`src/rtl/sudoku_pkg.sv`:
```
// Shared constants for the 4x4 Sudoku move sequencer and its helpers:
// FSM state encodings, board size and the default write-ack timeout.
package sudoku_pkg;

    localparam int CELLS               = 16;
    localparam int ACK_TIMEOUT_DEFAULT = 15;

    localparam logic [3:0] ST_IDLE       = 4'd0;
    localparam logic [3:0] ST_DIFF       = 4'd1;
    localparam logic [3:0] ST_WAIT_BOARD = 4'd2;
    localparam logic [3:0] ST_ROW        = 4'd3;
    localparam logic [3:0] ST_COL        = 4'd4;
    localparam logic [3:0] ST_VAL        = 4'd5;
    localparam logic [3:0] ST_WRITE      = 4'd6;
    localparam logic [3:0] ST_CHECK      = 4'd7;
    localparam logic [3:0] ST_SOLVED     = 4'd8;

    localparam logic [CELLS-1:0] ALL_CELLS = '1;

    function automatic logic [CELLS-1:0] cell_onehot(input logic [3:0] addr);
        return {{(CELLS-1){1'b0}}, 1'b1} << addr;
    endfunction

endpackage

```
`src/rtl/sudoku_popcount16.sv`:
```
// Combinational population count of a 16-bit cell mask (0..16).
module sudoku_popcount16 (
    input  logic [15:0] bits,
    output logic [4:0]  count
);

    always_comb begin
        // NOTE: blocking '=' is right for an accumulator in combinational logic;
        // clocked state elsewhere uses '<=' so all flops update together.
        count = '0;
        for (int i = 0; i < 16; i++) begin
            count = count + {4'd0, bits[i]};
        end
    end

endmodule

```
`src/rtl/sudoku_move_sequencer.sv`:
```
// Move-entry controller: collects difficulty/row/col/value presses, runs the
// board write handshake with a timeout, then requests a check when the board is full.
module sudoku_move_sequencer
    import sudoku_pkg::*;
#(
    parameter int ACK_TIMEOUT = ACK_TIMEOUT_DEFAULT
) (
    input  logic             in_clka,
    input  logic             in_restart_n,
    input  logic             in_new_game,
    input  logic             in_enter,
    input  logic [1:0]       in_diff_cell_val,
    input  logic             in_board_ready,
    input  logic [CELLS-1:0] in_given_mask,
    output logic             out_wr_req,
    output logic [3:0]       out_wr_addr,
    output logic [2:0]       out_wr_val,
    input  logic             in_wr_ack,
    output logic             out_check_req,
    input  logic             in_check_done,
    input  logic             in_check_pass,
    output logic [1:0]       out_diff,
    output logic [3:0]       out_state,
    output logic             out_row_flag,
    output logic             out_col_flag,
    output logic             out_val_flag,
    output logic             out_check_flag,
    output logic             out_reject,
    output logic [4:0]       out_fill_cnt,
    output logic             out_solved
);

    localparam int              CNT_W    = $clog2(ACK_TIMEOUT + 1);
    localparam logic [CNT_W-1:0] CNT_LAST = CNT_W'(ACK_TIMEOUT - 1);

    logic [3:0]       state;
    logic [3:0]       state_next;
    logic [1:0]       row_q;
    logic [CELLS-1:0] filled;
    logic [CELLS-1:0] filled_next;
    logic [CNT_W-1:0] wr_cnt;
    logic             reject_next;
    logic [3:0]       press_addr;
    logic [4:0]       fill_cnt_comb;

    assign press_addr = {row_q, in_diff_cell_val};
    assign out_state  = state;

    sudoku_popcount16 u_fill_count (
        .bits  (in_given_mask | filled),
        .count (fill_cnt_comb)
    );

    always_comb begin
        // NOTE: defaults first so every path assigns every signal and no latch is inferred.
        state_next  = state;
        filled_next = filled;
        reject_next = 1'b0;
        if (in_new_game && state != ST_IDLE) begin
            state_next  = ST_DIFF;
            filled_next = '0;
        end else begin
            case (state)
                ST_IDLE:       if (in_enter) state_next = ST_DIFF;
                ST_DIFF:       if (in_enter) state_next = ST_WAIT_BOARD;
                ST_WAIT_BOARD: if (in_board_ready) state_next = ST_ROW;
                ST_ROW:        if (in_enter) state_next = ST_COL;
                ST_COL: begin
                    if (in_enter) begin
                        if (in_given_mask[press_addr]) begin
                            reject_next = 1'b1;
                            state_next  = ST_ROW;
                        end else begin
                            state_next  = ST_VAL;
                        end
                    end
                end
                ST_VAL:        if (in_enter) state_next = ST_WRITE;
                ST_WRITE: begin
                    // An ack on the final counted cycle still wins over the timeout.
                    if (in_wr_ack) begin
                        filled_next = filled | cell_onehot(out_wr_addr);
                        state_next  = ((in_given_mask | filled_next) == ALL_CELLS) ? ST_CHECK : ST_ROW;
                    end else if (wr_cnt == CNT_LAST) begin
                        reject_next = 1'b1;
                        state_next  = ST_ROW;
                    end
                end
                ST_CHECK: begin
                    if (in_check_done) state_next = in_check_pass ? ST_SOLVED : ST_ROW;
                end
                ST_SOLVED:     state_next = ST_SOLVED;
                default:       state_next = ST_IDLE;
            endcase
        end
    end

    // Outputs are registered from the next-state view so they line up with out_state.
    always_ff @(posedge in_clka) begin
        if (!in_restart_n) begin
            state          <= ST_IDLE;
            filled         <= '0;
            row_q          <= '0;
            wr_cnt         <= '0;
            out_wr_req     <= 1'b0;
            out_wr_addr    <= '0;
            out_wr_val     <= '0;
            out_check_req  <= 1'b0;
            out_diff       <= '0;
            out_row_flag   <= 1'b0;
            out_col_flag   <= 1'b0;
            out_val_flag   <= 1'b0;
            out_check_flag <= 1'b0;
            out_reject     <= 1'b0;
            out_fill_cnt   <= '0;
            out_solved     <= 1'b0;
        end else begin
            // NOTE: non-blocking '<=' for all state so every flop samples pre-edge values.
            state          <= state_next;
            filled         <= filled_next;
            out_reject     <= reject_next;
            out_fill_cnt   <= fill_cnt_comb;
            out_wr_req     <= (state_next == ST_WRITE);
            out_check_req  <= (state_next == ST_CHECK);
            out_row_flag   <= (state_next == ST_ROW);
            out_col_flag   <= (state_next == ST_COL);
            out_val_flag   <= (state_next == ST_VAL);
            out_check_flag <= (state_next == ST_CHECK);
            out_solved     <= (state_next == ST_SOLVED);

            if (state == ST_WRITE && state_next == ST_WRITE) wr_cnt <= wr_cnt + CNT_W'(1);
            else                                             wr_cnt <= '0;

            if (state == ST_DIFF && state_next == ST_WAIT_BOARD) out_diff <= in_diff_cell_val;
            if (state == ST_ROW && state_next == ST_COL)         row_q <= in_diff_cell_val;
            if (state == ST_COL && state_next == ST_VAL)         out_wr_addr <= press_addr;
            if (state == ST_VAL && state_next == ST_WRITE)       out_wr_val <= {1'b0, in_diff_cell_val} + 3'd1;
        end
    end

endmodule

```
`config.mk`:
```
export PLATFORM = sky130hd
export DESIGN_NAME = sudoku_move_sequencer
export DESIGN_NICKNAME = d
export VERILOG_FILES = /design/src/rtl/sudoku_pkg.sv /design/src/rtl/sudoku_popcount16.sv /design/src/rtl/sudoku_move_sequencer.sv
export SDC_FILE = /design/constraint.sdc
export NUM_CORES = 1
export LEC_CHECK = 0
export CORE_MARGIN = 2
export CORE_UTILIZATION = 45
export DETAILED_ROUTE_END_ITERATION = 12
export PLACE_DENSITY = 0.7
export RECOVER_POWER = 100
export SLEW_MARGIN = 20
export SYNTH_ARGS = -nofsm -noshare
export SYNTH_HDL_FRONTEND = slang
export SYNTH_SLANG_ARGS = --single-unit
export TNS_END_PERCENT = 10
```
`constraint.sdc`:
```
create_clock -name in_clka -period 11.4 [get_ports in_clka]
set_clock_uncertainty 0.15 [all_clocks]
set_input_delay 1.71 -clock in_clka [delete_from_list [all_inputs] [get_ports in_clka]]
set_output_delay 1.71 -clock in_clka [all_outputs]
set_load 0.03 [all_outputs]
```
==> flow_summary.json, run 1 <==
{
  "outcome": "finished clean",
  "cts.sinks": 47,
  "synth_top_area_cell": "dfxtp_1",
  "vias": 2386,
  "die_area_um2": 6720,
  "ys_warn_count": 0,
  "synth_compound_area_frac": 0.172,
  "cp-end-kind": "register",
  "h-tree-depth": 2,
  "cpPeakStageDelay_ns": 0.55,
  "antennaDiodeCount": 0,
  "cp.required_ns": 11.43,
  "synth-simple-area-share": 0.231,
  "avgSynthCellArea_um2": 8.66,
  "synthXorXnorAreaFrac": 0.0128,
  "crit_path_top_delay_cell": "dlygate4sd3_1",
  "grt_max_degree": 24,
  "post-route-min-period_ns": 6.15,
  "io_pins": 52,
  "syn_inst": 316,
  "crit_arrival_ns": 6.19,
  "root_buffer": "clkbuf_8",
  "fp-row-count": 28,
  "cts_setup_buffers": 0,
  "ys_seq_elements": 47,
  "drv_cap": 0,
  "gp_congestion": 0.947,
  "hold_viol": 0,
  "ant_nets": 0,
  "holdWs_ns": 0.326,
  "rsz0062_at_grt": "false",
  "viasPerCell": 5.55,
  "dominantRegCellSynth": "dfxtp_1",
  "tritoncts": "done",
  "synthesis.nets": 360,
  "ir_drop_uv": 79.9,
  "grt_antenna_before_repair": 0,
  "yosysUniqueCellTypes": 59,
  "yosysSeqAreaShare": 0.344,
  "fin_tns_setup_ns": 0,
  "synth_commonest_cells": "dfxtp_1, nor2_1, a21oi_1, nand2_1, inv_1",
  "wl_per_cell_um": 16.0,
  "worstMarginPinSlew_ns": 0.822,
  "grt_pass1_vias": 2297,
  "port_buffers": 51,
  "synth_top_cells_by_area": "dfxtp_1, fa_1, nor2_1",
  "die_y_um": 82.0,
  "drt_iter0_drc": 155,
  "min_path_type": "reg2reg",
  "cpLargestDelayFamily": "adder cells",
  "die_x_um": 82.0,
  "leakage_nw": 1.35,
  "synth_fa_ha_area_frac": 0.110,
  "dp.cells": 422,
  "holdBufCountCts": 0,
  "drive_gt1_frac": 0.0789,
  "initial_core_util": 0.465,
  "critPathLaunchType": "primary input",
  "post-route-period-util": 0.540,
  "synth_top_family_by_area": "simple AND/OR/NAND/NOR gates",
  "crit_type": "in2reg",
  "async_flop_share": 0,
  "fin_cells": 430,
  "area_growth_pct": 21.7,
  "cts_made_buffers": 5,
  "crit_buf_inv": 3,
  "clockBufferDepth": 2,
  "cts_resized": 0,
  "netlist_area_um2": 2740,
  "crit_chain": "dlygate4sd3_1, or2_2, ha_1, inv_1, fa_1, fa_1, fa_1, fa_1, inv_1, fa_1, fa_1, xnor2_1, nor2_1",
  "pwr_density_cell_nw_per_um2": 129,
  "path_clk_slew_ns": 0.09,
  "drt_wl_total_um": 6860,
  "crit_fanout": 2,
  "max_freq_mhz": 163,
  "synth_top_cell_area_share": 0.344,
  "nets": 398,
  "dp_hpwl_um": 5170,
  "setup_viol": 0,
  "core_area_um2": 5890,
  "synthMuxAreaShare": 0.0658,
  "drc": 0,
  "grt_first_pass_wirelength_um": 11100,
  "slew_headroom": 0.449,
  "cpMostUsedCell": "fa_1",
  "grtUsageTotal": 0.218,
  "clk_latency_ns": 0.31,
  "slew_violations": 0,
  "gr-total-overflow": 0,
  "synth_edf_count": 0,
  "dr.pass1.iters": 5
}
[area by class of cell]
class | instances | area, um^2
timing repair buffer | 51 | 510
sequential | 47 | 941
clock inverter | 3 | 46.3
fill | 540 | 2560
clock buffer | 5 | 68.8
multi-input combinational | 230 | 1600
tap | 75 | 93.8
inverter | 19 | 71.3
[logic make-up (layout without fill, tap and decap cells)]
| kind of cell | Yosys count | in the layout |
|---|---|---|
| xor gates and xnor gates | 4 | 4 |
| AOI/OAI and AO/OA | 70 | 70 |
| DFF | 47 | 47 |
| buffers and inverters | 39 | 78 |
| muxes | 13 | 13 |
| adders and majority gates | 18 | 18 |
| and+or+nand+nor | 125 | 125 |
[through the flow]
step,setup slack [ns],util,power [mW],area (um^2)
2_1_floorplan,5.68,-,0.270,2740
3_3_place_gp,5.17,0.550,0.307,3230
3_5_place_dp,5.09,0.550,0.312,3230
4_1_cts,5.37,0.569,0.436,3350
5_1_grt,5.11,0.566,0.457,3330
6_report,5.25,0.566,0.429,3330
[power by group]
| group | internal, mW | switching, mW | leakage, nW | total (mW) |
|---|---|---|---|---|
| clock network | 0.0661 | 0.0599 | 0.0548 | 0.126 |
| logic | 0.0577 | 0.0705 | 0.916 | 0.128 |
| registers | 0.172 | 0.00356 | 0.380 | 0.175 |
[worst paths after layout]
kind              depth (start not counted)              end              from  slack, ns
setup / recovery                         13  out_fill_cnt[2]  in_given_mask[1]       5.25
hold / removal                            2        filled[5]         filled[5]       0.33
setup reg to reg                         12  out_fill_cnt[2]         filled[1]       6.86
hold reg to reg                           2        filled[5]         filled[5]       0.33
[registers in the layout, summed over array words and instances, names as in the netlist]
signal          count
out_fill_cnt        5
out_wr_val          3
out_reject          1
out_state           4
out_row_flag        1
row_q               2
out_solved          1
out_col_flag        1
out_val_flag        1
out_check_flag      1
filled             16
out_wr_req          1
out_wr_addr         4
out_diff            2
wr_cnt              4
[per-layer routing]
metal / vias up / track usage / wire, um
li1: 1184 / - / -
met1: 1116 / 0.286 / 3070
met2: 79 / 0.354 / 3290
met3: 7 / 0.0560 / 427
met4: 0 / 0.0650 / 81
met5: - / 0 / 0
[worst reg2reg max path, cell delays in order (launching register included)]
cell and delay [ns]:
dfxtp_1 0.33, or2_2 0.30, ha_1 0.28, inv_1 0.05, fa_1 0.51, fa_1 0.55, fa_1 0.53, fa_1 0.55
inv_1 0.06, fa_1 0.46, fa_1 0.43, xnor2_1 0.17, nor2_1 0.05
[cell usage in the layout (no fill, tap or decap), types with 4 or more instances in the layout]
master / count
a21oi_1: 23
a31oi_1: 11
clkbuf_8: 5
clkdlybuf4s50_1: 21
dfxtp_1: 47
dlygate4sd3_1: 30
fa_1: 10
ha_1: 8
inv_1: 19
mux2i_1: 9
mux4_2: 4
nand2_1: 22
nand2b_1: 4
nand3_1: 5
nor2_1: 48
nor2b_1: 6
nor3b_1: 4
nor4_1: 8
o21ai_0: 10
or2_2: 9
(Power assumes the default switching activity.)
==> run 2, diff against run 1 <==
Settings changed: PLACE_DENSITY 0.7 to 0.72.
Clock period 11.4 ns to 4.95 ns, I/O delays scaled along.
==> flow_summary.json, run 2 (synthesis gave the netlist of run 1 again) <==
{
  "outcome": "finished clean",
  "grt_pass1_vias": 2217,
  "rsz0062_at_grt": "false",
  "crit_type": "in2reg",
  "p_switching_mw": 0.319,
  "power_mw": 1.01,
  "worstMarginPinSlew_ns": 0.814,
  "ff_latch_area_um2": 941,
  "cpPeakStageDelay_ns": 0.57,
  "setup_viol": 0,
  "fin_ws_ns": 0.134,
  "dr.pass1.iters": 4,
  "cp.required_ns": 4.99,
  "post-route-min-period_ns": 4.82,
  "crit_path_top_delay_cell": "fa_1",
  "tritoncts": "done",
  "layout_common_cells": "nor2_1, dfxtp_1, dlygate4sd3_1",
  "pwr_density_cell_nw_per_um2": 300,
  "drive_gt1_frac": 0.0866,
  "cp-end-kind": "register",
  "gr-total-overflow": 0,
  "regMostFlops": "filled",
  "ant_nets": 0,
  "grt_max_degree": 24,
  "mostFrequentLayoutCell": "nor2_1",
  "slew_headroom": 0.457,
  "root_buffer": "clkbuf_8",
  "grt_first_pass_wirelength_um": 11000,
  "r2r-start": "filled[1]",
  "multi_input_area_um2": 1600,
  "fp-row-count": 28,
  "crit_chain": "clkdlybuf4s50_1, or2_2, ha_1, inv_1, fa_1, fa_1, fa_1, fa_1, inv_1, fa_2, fa_2, xnor2_1, nor2_1",
  "wl_per_cell_um": 15.6,
  "reg2reg_to": "out_fill_cnt[2]",
  "drv_cap": 0,
  "grt_antenna_before_repair": 0,
  "post-route-period-util": 0.973,
  "die_y_um": 82.0,
  "clockBufferDepth": 2,
  "pwr-share-clk": 0.296,
  "clk_latency_ns": 0.32,
  "nets": 401,
  "utilization": 0.570,
  "antennaDiodeCount": 0,
  "reg2reg_slack_ns": 0.65,
  "cpMostUsedCell": "fa_1",
  "path_clk_slew_ns": 0.09,
  "max_freq_mhz": 208,
  "dp_hpwl_um": 5100,
  "switching_share": 0.317,
  "h-tree-depth": 2,
  "worst_r2r_path_depth": 12,
  "drc": 0,
  "min_path_type": "reg2reg",
  "cp-startpoint": "in_given_mask[1]",
  "area_growth_pct": 22.6,
  "die_area_um2": 6720,
  "critPathLaunchType": "primary input",
  "core_area_um2": 5890,
  "slew_violations": 0,
  "fin_tns_setup_ns": 0,
  "crit_arrival_ns": 4.86,
  "crit_fanout": 2,
  "holdBufCountCts": 0,
  "grtUsageTotal": 0.217,
  "io_pins": 52,
  "internal-power_mw": 0.687,
  "num-fill-cells": 567,
  "gp_congestion": 0.987,
  "leakage_nw": 1.36,
  "die_x_um": 82.0,
  "port_buffers": 51,
  "hold_viol": 0,
  "ir_drop_uv": 183,
  "crit_end": "out_fill_cnt[2]",
  "pwr-share-seq": 0.401,
  "power_frac_comb": 0.303,
  "top_regs": "filled x16, out_fill_cnt x5",
  "drt_wl_total_um": 6750,
  "vias": 2394,
  "viasPerCell": 5.53,
  "cts.sinks": 47,
  "drt_iter0_drc": 142,
  "largest_register_ffs": 16,
  "cts_made_buffers": 5,
  "initial_core_util": 0.465,
  "place_ws_ns": -0.357
}
## run 2: cell types whose count changed in the layout (fill, tap and decap cells not counted), sizes merged
cell / before / now
buf: 0 / 2
clkbuf: 5 / 6
clkdlybuf4s50: 21 / 22
clkinv: 0 / 1
clkinvlp: 1 / 0
dlygate4sd3: 30 / 29
## run 2: area by class of cell
class	instances	share of cell area
tap	75	0.0280
clock inverter	3	0.0142
inverter	19	0.0213
timing repair buffer	54	0.158
clock buffer	5	0.0205
sequential	47	0.280
multi-input combinational	230	0.478
## run 2: critical path: cells and delay by family
family                     cells  cell delay [ns]
and+or+nand+nor                2             0.34
xor gates and xnor gates       1             0.15
buffers and inverters          3             0.51
adders and majority gates      7             3.10
## run 2: what timing repair did
item                                    in CTS  in global routing
buffers inserted                             0                  0
resized for setup                            1                  2
endpoints found under the setup margin       2                  4
pin swaps                                    1                  0
## run 2: power by group through the flow
stage | registers [mW] | clock network, mW | logic, mW
finish | 0.403 | 0.298 | 0.304
detailed placement | 0.413 | 0 | 0.304
CTS | 0.405 | 0.300 | 0.308
floorplan | 0.445 | 0 | 0.178
global route | 0.406 | 0.319 | 0.336
global placement | 0.413 | 0 | 0.294
## run 2: worst min-delay path by stage
stage	startpoint	end	slack, ns	cells after the start
2_1_floorplan	filled[13]	filled[13]	0.28	2
3_3_place_gp	filled[5]	filled[5]	0.29	2
3_5_place_dp	filled[5]	filled[5]	0.31	2
4_1_cts	filled[5]	filled[5]	0.33	2
5_1_grt	filled[2]	filled[2]	0.36	2
6_report	filled[5]	filled[5]	0.32	2
## run 2: metal layers
layer	up-vias	GRT usage	share of wire
li1	1184	-	-
met1	1123	0.301	0.45
met2	78	0.346	0.47
met3	9	0.0363	0.057
met4	0	0.0683	0.015
met5	-	0	0
## run 2: per-stage QoR
step | hold slack, ns | area [um^2] | std cells
final | 0.324 | 3350 | 433
after global placement | 0.293 | 3260 | 425
after detailed placement | 0.307 | 3260 | 425
after CTS | 0.328 | 3380 | 433
after floorplan | 0.279 | 2740 | 316
after global routing | 0.358 | 3350 | 433
